[config.mk]
export PLATFORM = sky130hd
export DESIGN_NAME = qualified_capture
export DESIGN_NICKNAME = d
export VERILOG_FILES = /design/src/rtl/qualified_capture_pkg.sv /design/src/rtl/capture_ptr.sv /design/src/rtl/qualified_capture.sv
export SDC_FILE = /design/constraint.sdc
export NUM_CORES = 1
export LEC_CHECK = 0
export ABC_AREA = 1
export CAP_MARGIN = 25
export CORE_AREA = 4 4 69 71
export CTS_CLUSTER_SIZE = 28
export DETAILED_ROUTE_END_ITERATION = 8
export DIE_AREA = 0 0 73 75
export HOLD_SLACK_MARGIN = 0.1
export PLACE_DENSITY = 0.81
export SLEW_MARGIN = 20
export SYNTH_ARGS = -nofsm -noshare
export SYNTH_HDL_FRONTEND = slang
export SYNTH_SLANG_ARGS = --single-unit
[constraint.sdc]
create_clock -name i_clk -period 3.65 [get_ports i_clk]
set_input_delay 0.73 -clock i_clk [delete_from_list [all_inputs] [get_ports i_clk]]
set_output_delay 0.73 -clock i_clk [all_outputs]
set_load 0.01 [all_outputs]
[src/rtl/qualified_capture_pkg.sv]
// Shared constants and helpers for the qualified capture buffer.
package qualified_capture_pkg;

  localparam int DROP_W = 8;

  // Pointer width carries one extra wrap bit above the index bits.
  function automatic int ptr_width(input int depth);
    return $clog2(depth) + 1;
  endfunction

endpackage

[src/rtl/capture_ptr.sv]
// Wrap-bit pointer with increment enable and synchronous clear.
module capture_ptr #(
  parameter int PW = 3
) (
  input  logic          i_clk,
  input  logic          i_rst,
  input  logic          i_clr,
  input  logic          i_inc,
  output logic [PW-1:0] o_ptr
);

  logic [PW-1:0] ptr_reg;

  always_ff @(posedge i_clk) begin
    if (i_rst || i_clr) begin
      ptr_reg <= '0;
    end else if (i_inc) begin
      ptr_reg <= ptr_reg + 1'b1;
    end
  end

  assign o_ptr = ptr_reg;

endmodule

[src/rtl/qualified_capture.sv]
// FIFO that captures i_data only when all three qualifiers are high,
// counting and flagging samples dropped while full.
module qualified_capture
  import qualified_capture_pkg::*;
#(
  parameter int WIDTH = 8,
  parameter int DEPTH = 4
) (
  input  logic                   i_clk,
  input  logic                   i_rst,
  input  logic                   i_a,
  input  logic                   i_b,
  input  logic                   i_c,
  input  logic [WIDTH-1:0]       i_data,
  input  logic                   i_clr,
  output logic                   o_valid,
  input  logic                   i_ready,
  output logic [WIDTH-1:0]       o_data,
  output logic [$clog2(DEPTH):0] o_level,
  output logic                   o_overflow,
  output logic [DROP_W-1:0]      o_dropCount
);

  localparam int PW = ptr_width(DEPTH);
  localparam int AW = PW - 1;

  logic [WIDTH-1:0]  mem [DEPTH];
  logic [PW-1:0]     wr_ptr;
  logic [PW-1:0]     rd_ptr;
  logic              qualify;
  logic              empty;
  logic              full;
  logic              pop;
  logic              push;
  logic              drop;
  logic              overflow_reg;
  logic [DROP_W-1:0] drop_count_reg;

  assign qualify = i_a && i_b && i_c;
  assign empty   = (wr_ptr == rd_ptr);
  assign full    = (wr_ptr[AW] != rd_ptr[AW]) && (wr_ptr[AW-1:0] == rd_ptr[AW-1:0]);

  // A clear discards any same-cycle handshake; a pop frees the slot a full push needs.
  assign pop  = !empty && i_ready && !i_clr;
  assign push = qualify && !i_clr && (!full || pop);
  assign drop = qualify && !i_clr && full && !pop;

  capture_ptr #(.PW(PW)) u_wr_ptr (
    .i_clk (i_clk),
    .i_rst (i_rst),
    .i_clr (i_clr),
    .i_inc (push),
    .o_ptr (wr_ptr)
  );

  capture_ptr #(.PW(PW)) u_rd_ptr (
    .i_clk (i_clk),
    .i_rst (i_rst),
    .i_clr (i_clr),
    .i_inc (pop),
    .o_ptr (rd_ptr)
  );

  always_ff @(posedge i_clk) begin
    if (push) begin
      mem[wr_ptr[AW-1:0]] <= i_data;
    end
  end

  always_ff @(posedge i_clk) begin
    if (i_rst || i_clr) begin
      overflow_reg   <= 1'b0;
      drop_count_reg <= '0;
    end else if (drop) begin
      overflow_reg <= 1'b1;
      if (drop_count_reg != {DROP_W{1'b1}}) begin
        drop_count_reg <= drop_count_reg + 1'b1;
      end
    end
  end

  // Storage is not reset, so the head is masked whenever nothing is buffered.
  assign o_valid     = !empty;
  assign o_data      = empty ? '0 : mem[rd_ptr[AW-1:0]];
  assign o_level     = wr_ptr - rd_ptr;
  assign o_overflow  = overflow_reg;
  assign o_dropCount = drop_count_reg;

endmodule

# ---- Word-level counts from Yosys, hierarchy flattened
# Memory sizes are Yosys's and may differ from the RTL's. A register that Yosys moved wholly into a read port is not among the register bits.
# Index checks and enable logic that the tools add are counted.
dict set report word_totals {
  ff_bits 15
  ramBits 32
  in_bits 15
  output_inout_bits 21
  elab_cells 34
  n_memories 1
}
# name depth width rd rd_ports_with_merged_regs wr line
set mem_list {}
lappend mem_list {mem 4 8 1 1 1 qualified_capture.sv:27} ;# logic [WIDTH-1:0] mem [DEPTH];
dict set report classes {
  n_addsub 4
  eq_ne 4
  n_mux 5
  n_reduce_logical 16
}
# cell count
set op_table {}
lappend op_table {{$logic_and A1 B1 Y1} 9}
lappend op_table {{$add A8 B1 Y8 const B} 1}
lappend op_table {{$mux W8} 1}
lappend op_table {{$ne A8 B8 Y1 const B} 1}
lappend op_table {{$add A3 B1 Y3 const B} 2}
lappend op_table {{$logic_not A1 Y1} 4}
lappend op_table {{$mux W2} 2}
lappend op_table {{$eq A3 B3 Y1} 1}
lappend op_table {{$sub A3 B3 Y3} 1}
lappend op_table {{$eq A2 B2 Y1} 1}
lappend op_table {{$logic_or A1 B1 Y1} 2}
lappend op_table {{$mux W1} 2}
lappend op_table {{$reduce_and A2 Y1} 1}
lappend op_table {{$ne A1 B1 Y1} 1}

# ---- Longest topological paths before layout
dict set report depth {
  word_depth 8
  ltp_mapped 9
  depth_no_buf 9
}

# ---- Modules after synthesis
# Synthesis repeated with hierarchy kept, for this count alone.
dict set report hier_totals {
  cells_unflattened 242
  hier_area_um2 2220.9
}
# mod instances cells_per_inst area_each_um2 seq_area_each_um2
set by_module_without_submodules {}
lappend by_module_without_submodules {qualified_capture 1 206 1960.6 1141.1}
lappend by_module_without_submodules {capture_ptr 2 18 130.1 60.1}

# ---- Worst setup path before layout
# OpenSTA, ideal clock, no wires.
dict set report synth_path {
  kind {flip-flop to output port}
  start {register u_wr_ptr.ptr_reg[0] (netlist: u_wr_ptr.o_ptr[0])}
  end {output port o_data[0]}
  arrival_ns 1.299
  required_ns 2.920
  setup_slack_ns 1.621
  stages_incl_launch_ff 8
  path_buffers 0
  cell_sequence {dfxtp_1 > inv_1 > ha_1 > nand2_1 > inv_1 > nand2_2 > inv_1 > a21oi_1}
}
dict set report synth_between {
  elab_chain_cells 2
}
# element line
set synth_rtl {}
lappend synth_rtl {{start: declaration} capture_ptr.sv:12} ;# logic [PW-1:0] ptr_reg;
lappend synth_rtl {{start signal: assignment} capture_ptr.sv:18} ;# ptr_reg <= ptr_reg + 1'b1;
lappend synth_rtl {{$eq A3 B3 Y1} qualified_capture.sv:40} ;# assign empty = (wr_ptr == rd_ptr);
lappend synth_rtl {{$mux W8} qualified_capture.sv:84} ;# assign o_data = empty ? '0 : mem[rd_ptr[AW-1:0]];
lappend synth_rtl {{end: declaration} qualified_capture.sv:18} ;# output logic [WIDTH-1:0] o_data,
# No other way between the ends.

# ---- Final worst setup path
dict set report layout_path {
  start {register u_wr_ptr.ptr_reg[0] (netlist: u_wr_ptr.o_ptr[0])}
  end {output port o_data[2]}
}
# The elaborated chain is that of the path after synthesis.

==> results.md <==
- Max VDD drop: 0.178 mV
- Ys Warns: 0
- #FFs+latches synth: 49
- Die H: 75 um
- Residual DRC count: 0
- Syn Nets: 266
- Cells after DPL: 325
- Mapped Cells: 242
- Post_cts resized: 0
- Clock net sink count: 49
- Setup crit start kind: flip-flop
- Clk buf depth: 2
- Crit path capture type: output port
- Via Count: 1619
- CTS tree: done
- Num CTS Buffers: 5
- Critical Path RT: 2.92 ns
- PwrDens: 348 mW/mm^2
- Setup TNS: 0 ns
- Crit-path max cell delay: 0.56 ns
- P_leak: 1.01 nW
- Gr usage total: 0.162
- Synth area leaders: edfxtp_1 (42%), dfxtp_1 (15%), nor2_1 (9.3%), nand2_1 (5.8%), ha_1 (4.4%)
- Largest net degree at the start of global routing: 18
- Starting density of the core: 0.536
- Total Wirelength: 4.03 mm
- Async SR Flop Fraction: 0
- Die area: 0.00548 mm^2
- Row count: 24
- WP data arrival: 2.28 ns
- Crit share post-route: 0.825
- Final number of setup-violating endpoints: 0
- Post-CTS Hold Buffers: 0
- I/O Pins: 36
- Vias per cell: 4.86
- Vias in the first global route: 1487
- Port buffer count: 35
- Seq/Total Area, Yosys: 0.574
- DP HPWL: 2.83 mm
- Layout cells sized above 1: 0.0783
- Antenna viol nets, final: 0
- Slew headroom: 0.518
- Number of synthesized flops with an enable pin: 32
- Cell mode on critical path: inv_1
- Leading area contributor after synthesis: edfxtp_1
- FMAX: 0.332 GHz
- Initial DRC count: 83
- Worst min path class: flip-flop to flip-flop
- Clock slew at reported path FFs: 0.09 ns
- First-pass DRT Iterations: 4
- GR Overflow Total: 0
- CTS root buffer: clkbuf_8
- Most frequent cell after synthesis: nor2_1
- RSZ-0062 raised after global routing: false
- Crit path kind: flip-flop to output port
- Critical-path top delay cell: clkdlybuf4s50_1
- Clock Latency Late Sink: 0.30 ns
- Synthesis-to-layout area growth: 21.5%
- Antenna violations before repair: 0
- Post-synth cell types: 25
- # diodes: 0
- Placeable Area: 0.00423 mm^2
- Drt wl/cell: 12.1 um
- Max-slew violations: 0
- CTS H-tree depth: 2
- Setup Skew: 0.00736 ns
- Syn_area_per_cell: 9.37 um^2
- Setup Buffers After CTS: 0
- First-pass GRT wire length: 6.56 mm
- Hold WS: 0.469 ns
- Hold Vio Cnt, Final: 0
- Status: completed
- Post-synth top area share: 0.424
- Top cells by count, synth: nor2_1 (56), nand2_1 (35), edfxtp_1 (32)
- Critical path, cell by cell: inv_1 > ha_1 > nand2_1 > inv_1 > nand2_2 > inv_1 > a21oi_1 > clkdlybuf4s50_1
- Nets: 304
- Period minus WS final: 3.01 ns
- Main synth FF type: edfxtp_1
- Netlist Area Pre-Place: 0.00227 mm^2
- RePlAce Congestion: 0.806
- Crit Path Max Fanout: 8
- Post-route insts no fill: 333
- Slew @ Worst Pin: 0.721 ns
- Die width: 73 um
- Max-cap violations: 0
==> cells by family (layout without fill, tap and decap cells) <==
group	after synthesis	in the layout	synth area share
flops	49	49	0.574
simple gates	106	106	0.204
compound gates	42	42	0.0976
fa+ha+maj	9	9	0.0530
xor+xnor	5	5	0.0193
buf+inv	31	70	0.0529
==> metrics by stage <==
step / power, mW / cell area [um^2] / utilization / setup WS, ns
final: 0.958 / 2760 / 0.651 / 0.640
after global routing: 0.997 / 2760 / 0.651 / 0.451
after CTS: 0.968 / 2760 / 0.651 / 0.600
after detailed placement: 0.653 / 2670 / 0.629 / 0.951
after global placement: 0.653 / 2670 / 0.629 / 0.997
after floorplan: 0.625 / 2270 / - / 1.62
==> worst max-delay path: cells and delay by family (launching register included) <==
kind                     cells  cell delay [ns]
AO/OA/AOI/OAI                1             0.19
AND/OR/NAND/NOR              2             0.20
flip-flops                   1             0.39
buffers and inverters        4             0.90
adder cells (fa/ha/maj)      1             0.29
==> sequential cells by signal (all words and copies together) (netlist names), named ones only <==
signal,flops
mem,32
o_dropCount,8
u_rd_ptr.o_ptr,3
u_wr_ptr.o_ptr,3
o_overflow,1
==> cell type report <==
cell class / instances / area [um^2]
Sequential cell: 49 / 1300
Multi-Input combinational cell: 162 / 847
Fill cell: 347 / 1480
Tap cell: 52 / 65.1
Clock inverter: 3 / 21.3
Clock buffer: 5 / 68.8
Timing Repair Buffer: 35 / 350
Inverter: 27 / 101
==> path summary, 6_finish.rpt <==
path	start	to	slack, ns	depth (start not counted)
hold / removal	o_overflow$_SDFFE_PP0P_	o_overflow$_SDFFE_PP0P_	0.47	2
setup / recovery	u_wr_ptr.o_ptr[0]$_SDFFE_PP0P_	o_data[2]	0.64	8
setup reg to reg	u_wr_ptr.o_ptr[0]$_SDFFE_PP0P_	mem[1][4]$_DFFE_PP_	1.54	7
hold reg to reg	o_overflow$_SDFFE_PP0P_	o_overflow$_SDFFE_PP0P_	0.47	2
==> placed cells by master (no fill, tap or decap) <==
cell type         n
a21oi_1          18
clkbuf_8          5
clkdlybuf4s50_1  35
clkinv_2          1
clkinvlp_4        1
dfxtp_1          17
edfxtp_1         32
fa_1              1
ha_1              8
inv_1            23
inv_2             4
inv_6             1
nand2_1          35
nand2_2           3
nand2_4           1
nand3_1           4
nand3_2           1
nand3_4           1
nand3b_1          1
nand4_1           1
nor2_1           56
nor2_2            1
nor2_4            2
o21ai_0          19
o21ai_1           4
o21ai_4           1
xnor2_1           2
xor2_1            3
==> layer usage <==
layer / track usage / share of wire / up-vias
met5: 0 / 0 / -
met4: 0.0553 / 0.0067 / 0
met3: 0.0481 / 0.044 / 4
met2: 0.284 / 0.50 / 38
met1: 0.190 / 0.45 / 713
li1: - / - / 864
==> where the power goes <==
part           switching [mW]  internal, mW  leakage [nW]
Combinational          0.0241        0.0236         0.541
Clock                   0.182         0.136        0.0445
Sequential            0.00126         0.591         0.425
No activity file was read; power rests on OpenSTA's default activity.
